[src/rtl/alu_sequencer.sv]
// Request-side controller for the 64-bit combinational ALU: sequences single-cycle ops
// and a shift-add multiply through the ALU, returning result and {Z,N,C,V} over valid/ready.
module alu_sequencer (
    input  logic        clock,
    input  logic        reset_n,
    input  logic        req_valid,
    output logic        req_ready,
    input  logic [2:0]  req_op,
    input  logic [63:0] req_a,
    input  logic [63:0] req_b,
    output logic        resp_valid,
    input  logic        resp_ready,
    output logic [63:0] resp_result,
    output logic [3:0]  resp_status,
    output logic [4:0]  alu_fs,
    output logic [63:0] alu_a,
    output logic [63:0] alu_b,
    output logic        alu_cin,
    input  logic [63:0] alu_f,
    input  logic        alu_cout,
    input  logic [3:0]  alu_status
);
    localparam logic [2:0] OP_AND = 3'd0, OP_OR = 3'd1, OP_ADD = 3'd2, OP_SUB = 3'd3;
    localparam logic [2:0] OP_XOR = 3'd4, OP_LSL = 3'd5, OP_LSR = 3'd6, OP_MUL = 3'd7;

    typedef enum logic [2:0] {S_IDLE, S_EXEC, S_MUL_ADD, S_MUL_SHL, S_RESP} state_t;

    state_t      r_state, w_next;
    logic [2:0]  r_op;
    logic [63:0] r_acc, r_mcand, r_mplier, r_result;
    logic [3:0]  r_status;
    logic [4:0]  w_fs;
    logic [63:0] w_a, w_b;
    logic        w_cin;
    logic        w_unused_cout;

    // Carry comes from the ALU status word, so the dedicated carry-out is not needed.
    assign w_unused_cout = alu_cout;

    // Returns {fs, cin}; subtraction is A + ~B + 1.
    function automatic logic [5:0] op_decode(input logic [2:0] op);
        case (op)
            OP_AND:  op_decode = 6'b00000_0;
            OP_OR:   op_decode = 6'b00100_0;
            OP_ADD:  op_decode = 6'b01000_0;
            OP_SUB:  op_decode = 6'b01010_1;
            OP_XOR:  op_decode = 6'b01100_0;
            OP_LSL:  op_decode = 6'b10000_0;
            OP_LSR:  op_decode = 6'b10100_0;
            default: op_decode = 6'b00000_0;
        endcase
    endfunction

    always_comb begin
        w_next = r_state;
        w_fs   = 5'd0;
        w_a    = 64'd0;
        w_b    = 64'd0;
        w_cin  = 1'b0;
        case (r_state)
            S_IDLE: begin
                if (req_valid) w_next = (req_op == OP_MUL) ? S_MUL_ADD : S_EXEC;
            end
            S_EXEC: begin
                {w_fs, w_cin} = op_decode(r_op);
                w_a = r_mcand;
                w_b = (r_op == OP_LSL || r_op == OP_LSR) ? {58'd0, r_mplier[5:0]} : r_mplier;
                w_next = S_RESP;
            end
            S_MUL_ADD: begin
                if (r_mplier == 64'd0) begin
                    w_next = S_RESP;
                end else begin
                    w_fs   = 5'b01000;
                    w_a    = r_acc;
                    w_b    = r_mplier[0] ? r_mcand : 64'd0;
                    w_next = S_MUL_SHL;
                end
            end
            S_MUL_SHL: begin
                w_fs   = 5'b10000;
                w_a    = r_mcand;
                w_b    = 64'd1;
                w_next = S_MUL_ADD;
            end
            S_RESP: begin
                if (resp_ready) w_next = S_IDLE;
            end
            default: w_next = S_IDLE;
        endcase
    end

    // Non-MUL operands reuse the multiplicand/multiplier registers as A/B.
    always_ff @(posedge clock) begin
        if (!reset_n) begin
            r_state  <= S_IDLE;
            r_op     <= 3'd0;
            r_acc    <= 64'd0;
            r_mcand  <= 64'd0;
            r_mplier <= 64'd0;
            r_result <= 64'd0;
            r_status <= 4'd0;
        end else begin
            r_state <= w_next;
            case (r_state)
                S_IDLE: begin
                    if (req_valid) begin
                        r_op     <= req_op;
                        r_acc    <= 64'd0;
                        r_mcand  <= req_a;
                        r_mplier <= req_b;
                    end
                end
                S_EXEC: begin
                    r_result <= alu_f;
                    r_status <= alu_status;
                end
                S_MUL_ADD: begin
                    if (r_mplier == 64'd0) begin
                        r_result <= r_acc;
                        r_status <= {r_acc == 64'd0, r_acc[63], 2'b00};
                    end else begin
                        r_acc <= alu_f;
                    end
                end
                S_MUL_SHL: begin
                    r_mcand  <= alu_f;
                    r_mplier <= r_mplier >> 1;
                end
                default: ;
            endcase
        end
    end

    assign req_ready   = (r_state == S_IDLE);
    assign resp_valid  = (r_state == S_RESP);
    assign resp_result = r_result;
    assign resp_status = r_status;
    assign alu_fs      = w_fs;
    assign alu_a       = w_a;
    assign alu_b       = w_b;
    assign alu_cin     = w_cin;
endmodule

[config.mk]
export PLATFORM = sky130hd
export DESIGN_NAME = alu_sequencer
export DESIGN_NICKNAME = d
export VERILOG_FILES = /design/src/rtl/alu_sequencer.sv
export SDC_FILE = /design/constraint.sdc
export NUM_CORES = 1
export LEC_CHECK = 0
export ABC_AREA = 0
export CORE_ASPECT_RATIO = 1.1
export CORE_MARGIN = 1
export CORE_UTILIZATION = 45
export DETAILED_ROUTE_END_ITERATION = 8
export PLACE_DENSITY_LB_ADDON = 0.25
export SLEW_MARGIN = 15
export SYNTH_ARGS = -nofsm -noshare
export SYNTH_HDL_FRONTEND = slang
export SYNTH_SLANG_ARGS = --single-unit
[constraint.sdc]
create_clock -name clock -period 3.4 [get_ports clock]
set_clock_uncertainty 0.05 [all_clocks]
set_input_delay 0.68 -clock clock [delete_from_list [all_inputs] [get_ports clock]]
set_output_delay 0.68 -clock clock [all_outputs]
set_load 0.05 [all_outputs]
### After elaboration in Yosys (flattened, before gate mapping)

Cells that the tools add are included.
W data, S select, Z words.

| word-level totals | value |
|---|---|
| output and inout bits | 204 |
| word-level logic and storage cells | 61 |
| input port bits | 204 |
| register bits after elaboration | 266 |

| operators by class | value |
|---|---|
| reductions and logical operators | 13 |
| muxes and demuxes | 26 |
| equality and inequality tests | 15 |

Operators by type and width:

| cell | number |
|---|---|
| $pmux W64 S2 | 5 |
| $mux W64 | 9 |
| $pmux W64 S3 | 1 |
| $logic_not A64 Y1 | 2 |
| $pmux W6 S6 | 1 |
| $eq A3 B3 Y1 const B | 5 |
| $pmux W3 S5 | 1 |
| $pmux W5 S3 | 1 |
| $eq A3 B2 Y1 const B | 4 |
| $mux W3 | 3 |
| $mux W4 | 2 |
| $pmux W4 S2 | 1 |
| $reduce_and A2 Y1 | 4 |
| $eq A3 B1 Y1 const B | 2 |
| $ne A2 B2 Y1 const B | 3 |
| $reduce_bool A2 Y1 | 3 |
| $logic_not A3 Y1 | 1 |
| $reduce_and A3 Y1 | 1 |
| $mux W2 | 1 |
| $ne A2 B1 Y1 const B | 1 |
| $reduce_or A2 Y1 | 1 |
| $logic_or A1 B1 Y1 | 1 |
| $mux W1 | 1 |

### Longest topological paths before layout

| depth | value |
|---|---|
| depth after elaboration | 4 |
| depth in mapped cells | 8 |
| mapped depth without buffers | 5 |

### Worst setup path before layout

No wires, ideal clock.

| timing | value |
|---|---|
| path kind | reg-to-output |
| start point | register r_mplier[29] |
| end point | output alu_fs[3] |
| required time | 2.670 ns |
| buffers on the path | 3 |
| slack | 0.456 ns |
| data arrival time | 2.214 ns |
| stages on the path, launching flop included | 9 |
| cells stage by stage | dfxtp_1 -> nor4_1 -> nand4_1 -> or4_1 -> buf_6 -> and2_4 -> buf_6 -> buf_2 -> o21bai_1 |

| on the way | value |
|---|---|
| cells in the longest elaborated chain, start to end | 3 |

Ends and longest elaborated chain:

| what | RTL line | RTL |
|---|---|---|
| start, declared | 30 | `logic [63:0] r_acc, r_mcand, r_mplier, r_result;` |
| start signal, assigned | 111 | `r_mplier <= req_b;` |
| start signal, assigned | 128 | `r_mplier <= r_mplier >> 1;` |
| $logic_not A64 Y1 | 71 | `if (r_mplier == 64'd0) begin` |
| $mux W4 | 71 |  |
| $pmux W5 S3 | 60 | `case (r_state)` |
| end, declared | 15 | `output logic [4:0] alu_fs,` |

No other way between the ends.

### Final worst setup path

| timing | value |
|---|---|
| start point | register r_mplier[4] |
| end point | output alu_a[55] |

| on the way | value |
|---|---|
| cells in the longest elaborated chain, start to end | 3 |

Ends and longest elaborated chain:

| what | RTL line | RTL |
|---|---|---|
| $logic_not A64 Y1 | 71 |  |
| $mux W64 | 71 |  |
| $pmux W64 S2 | 60 |  |
| end, declared | 16 | `output logic [63:0] alu_a,` |

No other way between the ends.

==> summary.txt <==
Cells and area
  • Fill cells: 2,078
  • Area delta synth->final: 51.0%
  • Util after Layout: between 60% and 70%
  • Final Instance Area: 18,700 sq um
  • Share of cells above drive strength 1: 14.7%
  • Layout Nets: 1,956

Timing
  • Period utilisation layout: 104%
  • Pins Over Slew Limit: 0
  • Setup violations, final: 65
  • Fin Hold WS: 0.442 ns
  • Fin. Hold Viols: 0
  • Final WS setup: -0.127 ns
  • Final worst path period need: 3.53 ns
  • Peak Freq: 284 MHz
  • RSZ-0062 raised after global routing: yes
  • Slew headroom: 53.4%
  • Slew @ Worst Pin: 0.693 ns

Route
  • Wire length on met2: 23,900 um
  • Total Wirelength: between 50,000 and 60,000 um
  • Met3 WL post-DR: 5020 um
  • Via count: 13,900
  • Post-detailed-route count of antenna-violating nets: 0
  • Met1 WL: 19,200 um
  • DRT iter0 DRCs: 1,489
  • Mean number of vias per cell: 6.49
  • DR top layer: met5
  • DRC errors left: 0
  • Drt wl/cell: 23.8 um
  • DRT Pass-1 Iters: 5

Setup path
  • CP Class: reg2out
  • Slowest CP cell: or4_4
  • Critical path startpoint category: flop
  • Worst Path Required: between 2 and 3 ns
  • Crit. End Element: output pin
  • Max FO, Critical Path: 27
  • Critical path's largest stage delay: roughly 0.55 ns
  • Cells along the critical path: nor4_1, nand4_1, or4_4, and2_4, buf_12, a22o_4, buf_6
  • CP arrival: 2.80 ns

Global route
  • Grt total ovfl: 0
  • Largest net degree at the start of global routing: 142
  • Number of global-route vias before repair: 13,000
  • Initial antenna violation count: 9
  • Total GRT Usage: 34.5%
  • First-pass GRT wire length: around 77,000 um

Yosys
  • Syn nets: 1,631
  • Avg Cell Area, Syn: about 8.7 sq um
  • Post-synth cell types: 37
  • Synth warn: 0
  • Seq/Total Area, Yosys: 43.0%
  • Post-Synthesis Cell Area: 12,400 sq um
  • Synthesized flop and latch total: 266
  • Mapped Cells: ~1,400

Clock network
  • Clock latency at the later pin of the worst-skew pair: 0.55 ns
  • Clk Tree Root Cell: clkbuf_16
  • Reg clk slew, reported paths: roughly 0.060 ns
  • H-tree levels: 1
  • Clock Path Buffers: 3
  • CTS tree: built
  • Num Clock Sinks: about 270
  • Cts bufs inserted: 29

Min path
  • Hold Path Class: reg2reg

Floorplanning
  • Placeable Area: 27,000 sq um
  • Die width: 160 um
  • Initial core utilization: a little under half
  • Die area: roughly 28,000 sq um
  • Rows: 63
  • Die span in y: 176 um
  • IO Pins: about 410

Power
  • Pleak: between 7 and 8 nW
  • PwrDens: 520 nW/um^2
  • Worst vdd ir: ~0.32 mV

Placement
  • Placed instance area: about 17,000 sq um
  • Port Buffers: 405
  • Dpl ws: 0.192 ns
  • DP Wirelength: 33,300 um
  • Final Wtd Congestion: a little under 0.9

Run status
  • Status: finished with violations
  • Failing checks: negative setup slack

Job
  • Max Cap Viol: 0
-- where the power goes --
part / internal (mW) / total [mW] / switching (mW)
combinational: 0.997 / 2.48 / 1.48
sequential: 3.41 / 3.71 / 0.306
clock: 2.19 / 3.52 / 1.33
-- flip-flops by register name (all words and copies together), names as in the netlist --
register	count
resp_status	4
resp_result	64
r_mplier	64
r_op	3
r_mcand	64
r_state	3
r_acc	64
-- through the flow --
step	cells	power, mW	setup TNS (ns)
2_1_floorplan	1427	5.12	0
3_3_place_gp	2074	6.12	0
3_5_place_dp	2074	6.16	0
4_1_cts	2130	9.70	-8.35
5_1_grt	2137	10.0	-10.00
6_report	2138	9.72	-4.85
-- placed cells by master, fill, tap and decap left out, drive strengths merged, types with 2 or more instances in the layout --
cell,count
nand4,9
nor3,2
nor4,32
dfxtp,266
a21oi,11
and3,3
nor3b,4
a22oi,65
o21ai,5
a311oi,127
a22o,191
o21a,2
buf,171
nor2,199
nand2,271
diode,7
and2,3
nor2b,5
clkinv,6
a221o,65
o211ai,2
clkdlybuf4s50,275
bufinv,6
inv,2
or4,2
clkbuf,40
-- logic make-up (layout without fill, tap and decap cells) --
family                    after synthesis  in the layout  synth area share, %
AOI/OAI and AO/OA                     473            473                 33.0
xor gates and xnor gates                1              1               0.0708
buffers and inverters                 154            501                 6.43
DFF                                   266            266                 43.0
other                                   1              8               0.0303
and+or+nand+nor                       532            532                 17.4
-- synth_stat cells --
cell	instances	share of area, %
o211ai_1	2	0.12
and2_4	1	0.071
buf_1	9	0.27
buf_6	25	2.3
nor3b_1	4	0.24
and3_1	3	0.15
a22o_1	191	14
nor2_1	199	6.0
a221o_1	65	5.3
a21oi_1	11	0.44
nand2b_1	1	0.051
nor4_1	32	1.6
o21ai_0	4	0.16
a22oi_1	65	3.9
nor2b_1	5	0.25
a32oi_1	1	0.071
o21a_1	2	0.12
buf_4	3	0.18
dfxtp_1	266	43
a211oi_1	1	0.061
a221oi_1	1	0.071
or2_2	1	0.051
clkbuf_1	100	3.0
inv_1	1	0.030
a31oi_1	1	0.051
conb_1	1	0.030
inv_2	1	0.030
buf_2	15	0.61
nand2_1	271	8.2
nor3_1	2	0.081
a311oi_1	127	9.0
and2_1	2	0.10
o21ai_4	1	0.13
nand4_1	9	0.45
xor2_1	1	0.071
or4_1	2	0.12
o21bai_1	1	0.061
-- cell type report --
cell class              count  area [sq um]  area share [%]
inverters                   2          12.5          0.0670
repair buffers            446          5320            28.5
multi-input cells        1007          6480            34.7
clock buffers              40           847            4.53
clock inverters            13           225            1.21
diodes                      7          17.5          0.0938
well taps                 357           447            2.39
flip-flops and latches    266          5340            28.6
-- final timing paths --
check / from / endpoint / slack, ns / cells past startpoint
min: resp_status[0]$_SDFFE_PN0P_ / resp_status[0]$_SDFFE_PN0P_ / 0.44 / 2
min reg2reg: resp_status[0]$_SDFFE_PN0P_ / resp_status[0]$_SDFFE_PN0P_ / 0.44 / 2
max: r_mplier[4]$_SDFFE_PN0P_ / alu_a[55] / -0.13 / 7
max reg2reg: r_mplier[4]$_SDFFE_PN0P_ / resp_result[39]$_SDFFE_PN0P_ / 0.66 / 7
-- worst max-delay path: cells and delay by family, from the launching register on --
kind	cells	cell delay (ns)
compound gates	1	0.25
flops	1	0.35
buf+inv	2	0.33
simple gates	4	1.29
-- layer usage --
metal	global-route usage, %	vias up
met2	57.6	926
met1	43.2	6698
met5	0	-
li1	-	6077
met3	6.77	173
met4	15.0	4
-- timing repair --
item                       CTS  global route
hold buffers                 0             0
cloned                       1             0
setup endpoints to repair   66            66
gates resized for setup     87            11
buffers inserted             2             1
pin swaps                    7             5
(Power assumes the default switching activity.)
==> RTL change 1: new RTL, same settings <==
Put one more register stage on the output `resp_status`, cleared by the reset. The value now appears one clock later. The other outputs are not delayed to match.
--- a/src/rtl/alu_sequencer.sv
+++ b/src/rtl/alu_sequencer.sv
@@ -135,7 +135,13 @@
     assign req_ready   = (r_state == S_IDLE);
     assign resp_valid  = (r_state == S_RESP);
     assign resp_result = r_result;
-    assign resp_status = r_status;
+    always_ff @(posedge clock) begin
+        if (!reset_n) begin
+            resp_status <= '0;
+        end else begin
+            resp_status <= r_status;
+        end
+    end
     assign alu_fs      = w_fs;
     assign alu_a       = w_a;
     assign alu_b       = w_b;
Function: changed (a bounded check fails within 4 cycles, from zero or initial values and one cycle with reset_n low).
==> RTL change 1 against the original RTL <==
Sequential cell count is 4 higher; count of clock-buffer cells in the layout is 2 higher; setup slack improved by 0.16 ns; final cell count up 9.4%; final area grew 3.3%; power fell by 11%; area after synthesis increased by 5.3%; wire length increased by 12%; hold slack got worse by 0.031 ns; largest power group unchanged.
==> RTL change 1: results (changes against the original RTL) <==
status complete, no violations; Reg power frac 0.416 (+0.034); post-synth cell types 35 (-5.4%); routability cong. 0.9560 (+6.9%); Inverters 2 (unchanged); Seq area share 0.2807 (-0.005080); crit-path max FO 6 (-78%); clkbuf count 42 (+5.0%); Leak Pwr 7.274 nW (+0.99%); dpl hpwl 37.24 mm (+12%); met2 Track Usage GR 0.5877 (+0.01177); layout cells sized above 1 0.1339 (-0.01262); maximum vdd drop 364.7 uV (+14%); clock network power 3.26 mW (-7.4%); met3 wire len 5.431 mm (+8.1%); syn avg cell area 7.881 sq um (-9.1%); dpl ws 0.3665 ns (+0.1750 ns); Worst path max stage delay 0.38 ns (-0.17 ns); vias in the first global route 13700 (+5.1%); wl on met1 20.70 mm (+7.7%); largest net degree at the start of global routing 201 (+42%); Clock power frac 0.377 (+0.014); clock network area share 0.05051 (-0.006885); placed cell area 17680 sq um (+3.2%); syn nets 1857 (+14%); Layout area overhead 48.13%; CTS H-Tree Depth 1 (unchanged); met3 Use GR 0.06789 (+0.0002409); number of non-clock buffers in the layout 444 (-0.45%); clk sinks 270 (+1.5%); first-pass GRT wire length 82.41 mm (+7.4%); Total Routing Usage GR 0.3598 (+0.01510); top cells by count, synth nand2_1, dfxtp_1, clkbuf_1, nor2_1; sequential fraction of the synthesis area 0.4149 (-0.01534); post-synthesis compound-gate area fraction 0.3236 (-0.006395); Nets 2154 (+10%); Worst Hold Class reg2reg; Worst-Margin Slew 0.8902 ns (+0.1976 ns); GR Util met1 0.4306 (-0.001402); crit path DAT 2.64 ns (-0.16 ns); diodes inserted 4 (-3); met2 wire len 27.10 mm (+13%); Power Internal 6.000 mW (-9.0%); initial DRC count 1827 (+23%); Fillers 2271 (+9.3%); critical path's slowest cell dfxtp_1; Top Metal Used met4; router iterations before antenna repair 6 (+1); vias 14900 (+7.4%); Synth area leaders dfxtp_1, nand2_1, a22o_1; fraction of area in multi-input gates 0.3733 (+0.02670); multi-input gate count 1203 (+19%); initial antenna violation count 5 (-4); core area 28110 sq um (+4.3%); Synth Area in XOR/XNOR 0.0006723 (-0.00003534); Final non-clock buffer share 0.2708 (-0.01380); WL/cell 24.43 microns (+2.8%); setup TNS 0 ns (+4.846 ns); fin cells 2338 (+9.4%)
==> RTL change 1: worst paths after layout <==
check	startpoint	endpoint	slack [ns]	cells after the start
max reg2reg	r_mplier[63]	r_acc[61]	0.44	11
min reg2reg	r_status[2]	resp_status[2]	0.41	1
max	r_mplier[63]	alu_a[60]	0.03	8
min	r_status[2]	resp_status[2]	0.41	1
==> RTL change 1: cells by family after synthesis <==
group / Yosys count
AO/OA/AOI/OAI: 535
other: 1
flip-flops: 270
XOR/XNOR: 1
AND/OR/NAND/NOR: 665
buffers and inverters: 181
==> RTL change 1: worst reg2reg max path, stage by stage, from the launching register on <==
cell and delay, ns:
dfxtp_1 0.38, nor4_4 0.33, nand4_1 0.24, nor4_4 0.25, buf_4 0.20, buf_4 0.11
buf_4 0.09, buf_4 0.10, buf_12 0.46, a21oi_4 0.17, buf_12 0.24, o22ai_1 0.26
==> RTL change 1: what timing repair did <==
item	CTS	global route
setup endpoints to repair	66	65
resized for setup	8	85
setup buffers	2	4
pin swaps	2	12
gates cloned	0	9
==> RTL change 2: new RTL, same flow settings <==
Without the edit above. Re-encode `state_t` (5 states) as one-hot, 5 bits wide.
--- a/src/rtl/alu_sequencer.sv
+++ b/src/rtl/alu_sequencer.sv
@@ -23,7 +23,7 @@
     localparam logic [2:0] OP_AND = 3'd0, OP_OR = 3'd1, OP_ADD = 3'd2, OP_SUB = 3'd3;
     localparam logic [2:0] OP_XOR = 3'd4, OP_LSL = 3'd5, OP_LSR = 3'd6, OP_MUL = 3'd7;
 
-    typedef enum logic [2:0] {S_IDLE, S_EXEC, S_MUL_ADD, S_MUL_SHL, S_RESP} state_t;
+    typedef enum logic [4:0] {S_IDLE = 5'b00001, S_EXEC = 5'b00010, S_MUL_ADD = 5'b00100, S_MUL_SHL = 5'b01000, S_RESP = 5'b10000} state_t;
 
     state_t      r_state, w_next;
     logic [2:0]  r_op;
Behaviour: no difference found for any inputs over 4 cycles, from zero or initial values and one cycle with reset_n low; so few cycles prove little.
==> RTL change 2 against the original RTL <==
Core utilization is 0.057 points higher; final area is 4.3% higher; sequential cell count is 2 higher; register-to-register slack worse by 0.18 ns; clock power is 14% lower; area after synthesis is 5.2% higher; the flow still finishes with violations (setup timing); power is 3.3% lower; setup slack better by 0.12 ns; wire length is 6.8% higher; hold slack worse by 0.024 ns; critical path depth is 1 higher; count of clock-buffer cells in the layout is 6 higher.
==> RTL change 2: results (changes against the original RTL) <==
CTS H-Tree Depth 1 (unchanged); fin. max-slew vios 0 (unchanged); final worst slack -0.006642 ns (+0.1204 ns); Ys Warns 0 (unchanged); Reg clk slew, reported paths 0.06 ns (about the same); Critical Path Source r_mplier[30]; met3 wire len 5.560 mm (+11%); crit path DAT 2.68 ns (-0.12 ns); router iterations before antenna repair 5 (unchanged); crit-path max FO 13 (-52%); status finished with violations; Longest Clk Path Bufs 3 (unchanged); initial antenna violation count 5 (-4); Worst Hold Class reg2reg; syn nets 1641 (+0.61%); Skew-Pair Late Insertion Delay 0.55 ns (about the same); r2r startpoint r_mplier[30]; first-pass GRT wire length 81.41 mm (+6.1%); Nets 1962 (+0.31%); share of flip-flops with an asynchronous set or reset 0 (unchanged); layout cells sized above 1 0.1475 (+0.0009611); initial DRC count 1675 (+12%); Fillers 2158 (+3.8%); Post-synth top flop dfxtp_1; sequential fraction of the synthesis area 0.4120 (-0.01822); R2R depth 9 (+2); Top Metal Used met4; met2 wire len 25.21 mm (+5.4%); Total Routing Usage GR 0.3505 (+0.005773); vias per inst 6.662 (+2.6%); CTS buffer count 28 (-3.4%); # port buffers 405 (unchanged); crit path to alu_a[8]; dpl hpwl 34.98 mm (+5.1%); violated checks setup timing; top cells by count, synth dfxtp_1, nor2_1, mux2i_1, a211oi_1, a22o_1; max_slew headroom 0.2327 (-0.3012); final setup vio count 1 (-98%); vias in the first global route 13730 (+5.4%); post-synth top area share 0.4120 (-0.01822); dpl ws 0.3174 ns (+0.1259 ns); wl on met1 20.72 mm (+7.8%); maximum vdd drop 337.5 uV (+5.7%); routability cong. 0.8824 (-1.3%); root buf cell clkbuf_16; largest net degree at the start of global routing 110 (-23%); Leak Pwr 7.713 nW (+7.1%); placed cell area 18140 sq um (+5.9%); post-synth cell types 40 (+8.1%); FF-to-FF End r_acc[33]; Synth area leaders dfxtp_1, mux2i_1, a22o_1; WL/cell 25.30 microns (+6.5%); flop2flop setup slack 0.48 ns (-0.18 ns)
[RTL change 2: cell types whose count changed in the layout (fill, tap and decap cells not counted), moves of 66 or more]
cell,change
a22o_1,-66
a211oi_1,+126
a311oi_1,-126
nand2_1,-263
mux2i_1,+132
nand3_1,+66
[RTL change 2: logic make-up (layout without fill, tap and decap cells)]
logic type             count (synthesis)  count (layout)  share of synthesized area
XOR/XNOR                               1               1                  0.0006727
AO/OA/AOI/OAI                        529             529                     0.3157
other                                  1               6                  0.0002880
flip-flops                           268             268                     0.4120
AND/OR/NAND/NOR                      336             336                     0.1158
buffers and inverters                169             508                    0.05314
multiplexers                         133             133                     0.1023
[RTL change 2: worst min path at each step]
stage                        start             end  slack [ns]  depth (start not counted)
floorplan                r_acc[10]       r_acc[10]        0.44                          2
global placement    resp_status[0]  resp_status[0]        0.40                          2
detailed placement  resp_status[0]  resp_status[0]        0.41                          2
CTS                 resp_status[0]  resp_status[0]        0.42                          2
global route        resp_status[1]  resp_status[1]        0.45                          2
finish              resp_status[0]  resp_status[0]        0.42                          2
[RTL change 2: power by group]
part,switching (mW),internal [mW]
sequential,0.345,3.47
combinational,1.47,1.10
clock,1.26,1.74
total,3.08,6.32
[RTL change 2: routing by layer]
metal  vias to the layer above  GRT usage
met2                       961     0.5521
li1                       6228          -
met3                       174    0.06168
met4                         0     0.1807
met5                         -          0
met1                      6921     0.4550
[RTL change 2: layout make-up]
type	count	area, sq um	share of cell area
antenna	5	12.51	0.0006418
multi-input combinational	1000	7239	0.3714
clock buffer	46	879.6	0.04512
tap	363	454.2	0.02330
sequential	268	5378	0.2758
inverter	5	26.28	0.001348
clock inverter	2	10.01	0.0005134
timing repair buffer	455	5495	0.2819
[RTL change 2: metrics by stage]
stage | std cells | TNS, ns | hold WS (ns) | utilization
after floorplan | 1437 | 0 | 0.4438 | -
after global placement | 2081 | 0 | 0.4023 | 0.6456
after detailed placement | 2081 | 0 | 0.4084 | 0.6456
after CTS | 2133 | -0.003397 | 0.4187 | 0.6833
after global routing | 2144 | -1.738 | 0.4490 | 0.6936
final | 2144 | -0.006642 | 0.4178 | 0.6936
[RTL change 2: timing repair]
item,4_1_cts,5_1_grt
gates cloned,1,3
resized for setup,26,49
pin swaps,5,5
hold buffers,0,0
buffers inserted,3,3
setup endpoints to repair,84,132
[RTL change 2: critical path, cell delays in order (launching register included)]
cell and delay (ns):
dfxtp_1 0.35, nor4_4 0.32, nand4_1 0.18, buf_6 0.17, nor4_4 0.32, nor2_4 0.14
clkbuf_16 0.23, a22o_1 0.25, buf_12 0.16
